[src/rtl/rect_solve_if.sv]
// rect_solve_if: request/response handshake bundle for rect_solve.
//   Request side : in_valid, in_ready, area_i (2*WIDTH), perim_i (WIDTH+2)
//   Response side: out_valid, out_ready, found_o, w_o, h_o (WIDTH each)
// The master modport is the requester/consumer; the slave modport is the solver.
interface rect_solve_if #(
    parameter int unsigned WIDTH = 4
);
    logic                 in_valid;
    logic                 in_ready;
    logic [2*WIDTH-1:0]   area_i;
    logic [WIDTH+1:0]     perim_i;
    logic                 out_valid;
    logic                 out_ready;
    logic                 found_o;
    logic [WIDTH-1:0]     w_o;
    logic [WIDTH-1:0]     h_o;

    modport master (
        output in_valid, area_i, perim_i, out_ready,
        input  in_ready, out_valid, found_o, w_o, h_o
    );

    modport slave (
        input  in_valid, area_i, perim_i, out_ready,
        output in_ready, out_valid, found_o, w_o, h_o
    );
endinterface

[src/rtl/rect_solve.sv]
// rect_solve: recovers rectangle sides W <= H from area and perimeter by a
// sequential search over candidate widths, one candidate per clock.
//   clk   : system clock, all state on rising edge
//   rst_n : asynchronous active-low reset
//   bus   : rect_solve_if slave modport
//           in_valid/in_ready  + area_i/perim_i      request handshake
//           out_valid/out_ready + found_o/w_o/h_o    result handshake
module rect_solve #(
    parameter int unsigned WIDTH = 4
) (
    input  logic         clk,
    input  logic         rst_n,
    rect_solve_if.slave  bus
);
    localparam int unsigned SW  = WIDTH + 1;     // half-perimeter / candidate width
    localparam int unsigned AW  = 2 * WIDTH;     // area
    localparam int unsigned PRW = 2 * WIDTH + 2; // product, wide enough for any w*h

    typedef enum logic [1:0] {StIdle, StSearch, StDone} state_e;

    state_e            state_q, state_d;
    logic [AW-1:0]     a_q, a_d;
    logic              odd_q, odd_d;
    logic [SW-1:0]     s_q, s_d;
    logic [SW-1:0]     w_q, w_d;
    logic              found_q, found_d;
    logic [WIDTH-1:0]  wo_q, wo_d;
    logic [WIDTH-1:0]  ho_q, ho_d;

    logic [SW-1:0]     h;
    logic [PRW-1:0]    prod;
    logic              h_fits;
    logic              a_match;
    logic              last_cand;

    // w never exceeds s/2, so s - w cannot underflow.
    assign h         = s_q - w_q;
    assign prod      = {{(PRW-SW){1'b0}}, w_q} * {{(PRW-SW){1'b0}}, h};
    // h fits in WIDTH bits exactly when its top bit is clear.
    assign h_fits    = ~h[WIDTH];
    assign a_match   = (prod == {2'b00, a_q});
    assign last_cand = (w_q == (s_q >> 1));

    always_ff @(posedge clk or negedge rst_n) begin
        if (!rst_n) begin
            state_q <= StIdle;
            a_q     <= '0;
            odd_q   <= 1'b0;
            s_q     <= '0;
            w_q     <= '0;
            found_q <= 1'b0;
            wo_q    <= '0;
            ho_q    <= '0;
        end else begin
            state_q <= state_d;
            a_q     <= a_d;
            odd_q   <= odd_d;
            s_q     <= s_d;
            w_q     <= w_d;
            found_q <= found_d;
            wo_q    <= wo_d;
            ho_q    <= ho_d;
        end
    end

    always_comb begin
        state_d = state_q;
        a_d     = a_q;
        odd_d   = odd_q;
        s_d     = s_q;
        w_d     = w_q;
        found_d = found_q;
        wo_d    = wo_q;
        ho_d    = ho_q;

        unique case (state_q)
            StIdle: begin
                if (bus.in_valid) begin
                    a_d     = bus.area_i;
                    odd_d   = bus.perim_i[0];
                    s_d     = bus.perim_i[WIDTH+1:1];
                    w_d     = '0;
                    state_d = StSearch;
                end
            end
            StSearch: begin
                if (odd_q) begin
                    // No integer rectangle has an odd perimeter.
                    found_d = 1'b0;
                    wo_d    = '0;
                    ho_d    = '0;
                    state_d = StDone;
                end else if (h_fits && a_match) begin
                    found_d = 1'b1;
                    wo_d    = w_q[WIDTH-1:0];
                    ho_d    = h[WIDTH-1:0];
                    state_d = StDone;
                end else if (last_cand) begin
                    found_d = 1'b0;
                    wo_d    = '0;
                    ho_d    = '0;
                    state_d = StDone;
                end else begin
                    w_d = w_q + 1'b1;
                end
            end
            StDone: begin
                if (bus.out_ready) begin
                    state_d = StIdle;
                end
            end
            default: begin
                state_d = StIdle;
            end
        endcase
    end

    assign bus.in_ready  = (state_q == StIdle);
    assign bus.out_valid = (state_q == StDone);
    assign bus.found_o   = found_q;
    assign bus.w_o       = wo_q;
    assign bus.h_o       = ho_q;
endmodule

[src/flat_wrapper.sv]
// flat-port wrapper written by rule: the top's interface ports become plain ports
module rect_solve_flat 
#(
    parameter int unsigned WIDTH = 4
)
  (clk, rst_n, bus_in_valid, bus_area_i, bus_perim_i, bus_out_ready, bus_in_ready, bus_out_valid, bus_found_o, bus_w_o, bus_h_o);
  rect_solve_if #(.WIDTH(WIDTH)) bus_i ();
  input  logic clk;
  input  logic rst_n;
  input wire logic [$bits(bus_i.in_valid)-1:0] bus_in_valid;
  input wire logic [$bits(bus_i.area_i)-1:0] bus_area_i;
  input wire logic [$bits(bus_i.perim_i)-1:0] bus_perim_i;
  input wire logic [$bits(bus_i.out_ready)-1:0] bus_out_ready;
  output wire logic [$bits(bus_i.in_ready)-1:0] bus_in_ready;
  output wire logic [$bits(bus_i.out_valid)-1:0] bus_out_valid;
  output wire logic [$bits(bus_i.found_o)-1:0] bus_found_o;
  output wire logic [$bits(bus_i.w_o)-1:0] bus_w_o;
  output wire logic [$bits(bus_i.h_o)-1:0] bus_h_o;
  assign bus_i.in_valid = bus_in_valid;
  assign bus_i.area_i = bus_area_i;
  assign bus_i.perim_i = bus_perim_i;
  assign bus_i.out_ready = bus_out_ready;
  assign bus_in_ready = bus_i.in_ready;
  assign bus_out_valid = bus_i.out_valid;
  assign bus_found_o = bus_i.found_o;
  assign bus_w_o = bus_i.w_o;
  assign bus_h_o = bus_i.h_o;
  rect_solve #(.WIDTH(WIDTH)) u_core (.clk(clk), .rst_n(rst_n), .bus(bus_i));
endmodule
[config.mk]
export PLATFORM = sky130hd
export DESIGN_NAME = rect_solve_flat
export DESIGN_NICKNAME = d
export VERILOG_FILES = /design/src/rtl/rect_solve_if.sv /design/src/rtl/rect_solve.sv /design/src/flat_wrapper.sv
export SDC_FILE = /design/constraint.sdc
export NUM_CORES = 1
export LEC_CHECK = 0
export CORE_MARGIN = 1
export CORE_UTILIZATION = 30
export DETAILED_ROUTE_END_ITERATION = 6
export GPL_TIMING_DRIVEN = 0
export HOLD_SLACK_MARGIN = 0.1
export MAX_ROUTING_LAYER = met4
export PLACE_DENSITY = 0.54
export SYNTH_ARGS = -nofsm -noshare
export SYNTH_HDL_FRONTEND = slang
export SYNTH_SLANG_ARGS = --single-unit
[constraint.sdc]
create_clock -name clk -period 8.85 [get_ports clk]
set_input_delay 1.77 -clock clk [delete_from_list [all_inputs] [get_ports clk]]
set_output_delay 1.77 -clock clk [all_outputs]
set_load 0.05 [all_outputs]
==> run metrics, run 1 <==
met3 Track Usage GR 2.49%; Slew Limit Fails 0; WHS Endpoint u_core.bus.found_o; final wirelength approximately 4700 µm; Cell Int Power between 0.5 and 0.6 mW; Netlist cell types 40; Skew-Pair Late Insertion Delay between 0.2 and 0.3 ns; CTS max path bufs 2; setup bufs post-CTS 0; # Max-Cap Violations 0; Synth area leaders dfrtp_1 (33%), ha_1 (13%), fa_1 (8.7%), mux2_2 (7.4%), xnor2_1 (5.3%); die area 8000 µm²; Sw Ratio between 40% and 50%; Mapped Nets between 200 and 300; leading cell type in the layout, fill and taps excluded dfrtp_1; Routed wire per std cell approximately 13 µm; Routed Antenna Nets 0; vias between 1.5k and 2k; Min-Delay Path Class reg2reg; initial antenna violation count 0; Mean Syn Cell Area about 11 µm²; final setup skew between 0.004 and 0.005 ns; worst endpoint required time around 9.1 ns; Tot GR Track Use ~14%; largest area contributor in the netlist dfrtp_1; register bit total from synthesis 30; Ant. Diodes 0; total power about 1.0 mW; Num CTS Buffers 5; DR vias/cell roughly 4.7; chip height 89.4 µm; Peak Freq about 190 MHz; Pre-Repair DR Iteration Count 4; Reg2Reg Depth 17; measured slew at the worst slew-check pin 0.674 ns; met2 Use GR 20.0%; Worst EP arrival between 5 and 6 ns; # hold bufs at CTS 0; first-pass GRT wire length about 7700 µm; IO Pins 29; register area share after synthesis 32.7%; peak supply drop approximately 0.00013 V; hold path startpoint u_core.bus.found_o; hold depth 1; Reg clk slew, reported paths about 0.07 ns; crit end category register; design area between 2000 and 3000 µm²; Most Used Layer, Global Route met2; Core Rows 31; endpoints failing hold 0; met1 usage between 10% and 20%; Root Buffer clkbuf_8; Hold WS roughly 0.5 ns; yosys warns 0; core area around 7300 µm²; RR Endpoint u_core.bus.h_o[0]; vias in the first global route between 1.5k and 2k; Chip Width ~89 µm; most frequent cells in the layout dfrtp_1 (30), clkdlybuf4s50_1 (27), ha_1 (23); part of the cycle the worst path needs 61.0%; HPWL after detailed placement 3720 µm; Leakage approximately 1.3 nW; Remaining DRCs 0; Layout Nets ~300; Comb pwr share 66.5%; fin crit period 5.40 ns; kind of critical path reg2reg; reg2reg setup slack ~3.5 ns; Clock Sinks 30; DP Area approximately 2700 µm²; CTS tree built; pin count of the biggest net entering global routing 31; share of post-route cells with drive strength above 1 15.4%; reg-to-reg critical path startpoint u_core.w_q[0]; PD cells 376 nW/µm²; Final TNS setup 0 ns; RSZ-0062 raised after global routing no; crit-path max FO 9; GRT Residual Overflow 0; input/output buffers 28; outcome complete, no violations; Setup violations, final 0; Starting Density between 30% and 40%; H-tree Lvls 2; Seq pwr share ~22%; Synth Instances 217; max_slew headroom approximately 55%; Cell Area, Synth 2290 µm²; Final Wtd Congestion 0.807; Iter 0 DRT Violations 64; Sw Pwr slightly below 0.5 mW; area delta synth->final 21.4%; Clk pwr share 11.3%; top-area cell type share of the netlist area between 30% and 40%; Final Core Density 38.0%; CP startpoint kind register; Resized Gates After CTS 0
==> logic make-up (layout without fill, tap and decap cells) <==
| logic type | after synthesis | in the layout | share of synthesized area [%] |
|---|---|---|---|
| simple gates | 62 | 62 | 15.3 |
| fa+ha+maj | 33 | 33 | 21.3 |
| compound gates | 32 | 32 | 10.7 |
| flops | 30 | 30 | 32.7 |
| buf+inv | 22 | 58 | 3.76 |
| xor+xnor | 21 | 21 | 8.02 |
| mux | 17 | 17 | 8.24 |
==> area by class of cell <==
cell class,count,area (µm²)
fill,744,4550
multi-input combinational,165,1460
sequential,30,751
timing repair buffer,28,275
tap,99,124
clock buffer,7,86.3
inverter,18,67.6
buffer,4,18.8
clock inverter,1,5.00
==> power by group through the flow <==
stage | clock network [mW] | logic [mW] | registers [mW]
final | 0.118 | 0.696 | 0.233
after global routing | 0.129 | 0.788 | 0.242
after CTS | 0.123 | 0.708 | 0.234
after detailed placement | 0 | 0.698 | 0.236
after global placement | 0 | 0.699 | 0.235
after floorplan | 0 | 0.546 | 0.226
==> worst max-delay path: stages, from the launching register on <==
cell	delay (ns)
dfrtp_1	0.40
ha_1	0.27
fa_1	0.41
nand2b_1	0.16
a21oi_1	0.17
xnor2_1	0.31
nand2_1	0.16
fa_1	0.55
inv_1	0.06
fa_1	0.50
fa_1	0.43
ha_1	0.25
a2111o_1	0.43
o22ai_1	0.19
xor2_1	0.25
nand4_1	0.24
nor3_4	0.36
a22o_1	0.19
==> how the worst max path moves through the flow <==
stage             startpoint           endpoint  slack [ns]  cells after the start
2_1_floorplan  u_core.w_q[0]  u_core.bus.w_o[1]        3.96                     17
3_3_place_gp   u_core.w_q[0]  u_core.bus.h_o[3]        3.47                     18
3_5_place_dp   u_core.w_q[0]      u_core.w_q[1]        3.45                     18
4_1_cts        u_core.w_q[0]      u_core.w_q[1]        3.40                     18
5_1_grt        u_core.w_q[1]  u_core.bus.h_o[3]        3.08                     18
6_report       u_core.w_q[0]  u_core.bus.h_o[0]        3.45                     17
==> cell usage after synthesis (all sizes together) <==
cell type	n
a2111o	1
a211oi	1
a21o	2
a21oi	8
a22o	8
a31o	1
and2	12
and4	1
buf	3
clkbuf	1
dfrtp	30
fa	10
ha	23
inv	18
mux2	15
mux2i	2
nand2	7
nand2b	5
nand3	4
nand4	4
nor2	15
nor2b	5
nor3	4
nor3b	1
nor4	1
o211a	1
o211ai	3
o21ai	5
o21bai	1
o22ai	1
or3	1
or4	2
xnor2	14
xor2	7
==> sequential cells by signal, indices dropped and copies added, names as in the netlist <==
signal / flops
u_core.s_q: 5
u_core.bus.w_o: 4
u_core.state_q: 2
u_core.odd_q: 1
u_core.a_q: 8
u_core.bus.h_o: 4
u_core.w_q: 5
u_core.bus.found_o: 1
==> per-stage QoR <==
step                std cells  setup slack, ns
finish                    352             3.45
global route              352             3.08
CTS                       352             3.40
detailed placement        344             3.45
global placement          344             3.47
floorplan                 217             3.96
==> routing by layer <==
| metal | share of wire [%] | up-vias | wire length [µm] |
|---|---|---|---|
| met5 | 0 | - | 0 |
| met1 | 50 | 784 | 2320 |
| met4 | 2.2 | 0 | 102 |
| met3 | 2.7 | 8 | 127 |
| met2 | 45 | 29 | 2110 |
| li1 | - | 820 | - |
Power figures use the tool's default switching activity.
==> inputs of run 2 (changes only) <==
==> constraint.sdc (replaced) <==
create_clock -name clk -period 5 [get_ports clk]
set_input_delay 1 -clock clk [delete_from_list [all_inputs] [get_ports clk]]
set_output_delay 1 -clock clk [all_outputs]
set_load 0.05 [all_outputs]
==> run metrics, run 2 (synthesis results as in run 1) <==
register cell area after layout ~750 µm²; area delta synth->final 36.4%; Iter 0 DRT Violations 50; pin count of the biggest net entering global routing 31; area of the multi-input gates around 1700 µm²; IO Pins 29; WP buf/inv 2; Final Wtd Congestion between 0.8 and 0.9; slowest cell delay on critical path 0.55 ns; Top Layer Used met4; Clock Sinks 30; CTS max path bufs 2; chip height ~89 µm; Starting Density 31.3%; Slew Limit Fails 0; metal3 WL roughly 140 µm; Met1 Routed Length ~2400 µm; die area between 7000 and 8000 µm²; RSZ-0062 raised after global routing yes; Worst EP arrival 5.22 ns; max_slew headroom between 50 and 60%; worst-path cell with the longest stage delay fa_1; Core Rows 31; crit-path max FO 4; GRT Residual Overflow 0; fin crit period roughly 5.0 ns; Remaining DRCs 0; part of the cycle the worst path needs 99.7%; first-pass GRT wire length a little over 8000 µm; hold depth 1; Final Core Density between 40% and 50%; Num CTS Buffers 5; leading cell type in the layout, fill and taps excluded dfrtp_1; CP Cell Sequence ha_4, fa_2, nand2b_4, a21oi_4, xnor2_2, nand2_1, fa_1, inv_2, fa_1, fa_1, ha_4, nand2b_4, a21oi_2, xnor2_1, nor4_2, nand4_1, nor3_4, clkbuf_16, a22o_1; endpoints failing hold 0; most frequent cells in the layout dfrtp_1 (29), clkdlybuf4s50_1 (27), ha_1 (17); Min-Delay Path Class reg2reg; critical path depth 19; Skew-Pair Late Insertion Delay around 0.29 ns; PD cells 756 nW/µm²; critical path's top delay family adder cells; Tot GR Track Use between 10% and 20%; measured slew at the worst slew-check pin slightly below 0.7 ns; Worst path most repeated cell fa_1; worst endpoint required time approximately 5.2 ns; final cell count without fillers ~360; CP startpoint kind register; core area ~7300 µm²; Ant. Diodes 0; final setup skew roughly 0.0054 ns; vias in the first global route approximately 1.6k; Routed wire per std cell around 14 µm; number of flip-flops in the largest register 8; peak supply drop about 0.00026 V; Reg2Reg Depth 19; Peak Freq 201 MHz; outcome complete, no violations; cell total after placement approximately 340; Pre-Repair DR Iteration Count 4; vias 1732; Largest regs u_core.a_q (8), u_core.s_q (5), u_core.w_q (5); Layout Nets approximately 320; Reg clk slew, reported paths roughly 0.070 ns; final wirelength a little over 5000 µm; kind of critical path reg2reg; share of post-route cells with drive strength above 1 approximately a third; Routed Antenna Nets 0; initial antenna violation count 0; input/output buffers 28; Leakage ~1.4 nW; H-tree Lvls 2; Setup violations, final 0; met2 wire len between 2000 and 2500 µm; Layout fillers just over 700; Chip Width about 89 µm; HPWL after detailed placement roughly 3700 µm; DR vias/cell between 4 and 5; Reg with most FFs u_core.a_q; # Max-Cap Violations 0; Root Buffer clkbuf_8; crit end category register; CTS tree built
[run 2: routing by layer]
metal,vias to the layer above,global-route usage [%]
met5,-,-
met4,0,6.49
met2,28,21.6
met3,8,2.49
li1,847,-
met1,849,18.9
[run 2: cell type report]
cell class	instances	area share, %
Multi-Input combinational cell	165	53.5
Buffer	4	0.760
Inverter	18	2.16
Clock buffer	7	2.76
Timing Repair Buffer	40	12.6
Clock inverter	1	0.160
Sequential cell	30	24.0
Tap cell	99	3.96
[run 2: power breakdown]
part | internal (mW) | switching, mW | total, mW | leakage, nW
Clock | 0.111 | 0.100 | 0.211 | 0.0482
Sequential | 0.329 | 0.0797 | 0.409 | 0.382
Combinational | 0.853 | 0.892 | 1.74 | 0.984
Total | 1.29 | 1.07 | 2.37 | 1.41
[run 2: stage by stage]
step	power, mW	TNS (ns)	hold slack, ns	instance area [µm²]	worst slack (ns)
floorplan	1.37	0	0.479	2290	0.106
global placement	1.65	-5.21	0.473	2700	-0.378
detailed placement	1.65	-5.35	0.487	2700	-0.399
CTS	2.07	0	0.501	2910	0.0105
global route	2.56	-1.63	0.510	3130	-0.202
finish	2.37	0	0.500	3130	0.0133
[run 2: worst paths after layout]
path,start,end,slack [ns]
setup / recovery,u_core.w_q[0],u_core.bus.h_o[0],0.01
max in group asynchronous,rst_n,u_core.w_q[1],3.78
min in group asynchronous,rst_n,u_core.a_q[5],0.73
hold reg to reg,u_core.bus.found_o,u_core.bus.found_o,0.50
setup reg to reg,u_core.w_q[0],u_core.bus.h_o[0],0.01
hold / removal,u_core.bus.found_o,u_core.bus.found_o,0.50
[run 2: timing repair]
action                                 in CTS  in global routing
resized for setup                          14                 32
buffers inserted                            6                  5
pin swaps                                   9                 25
gates cloned                                0                  1
hold buffers                                0                  0
endpoints found under the hold margin       0                  0
setup endpoints to repair                  16                 16
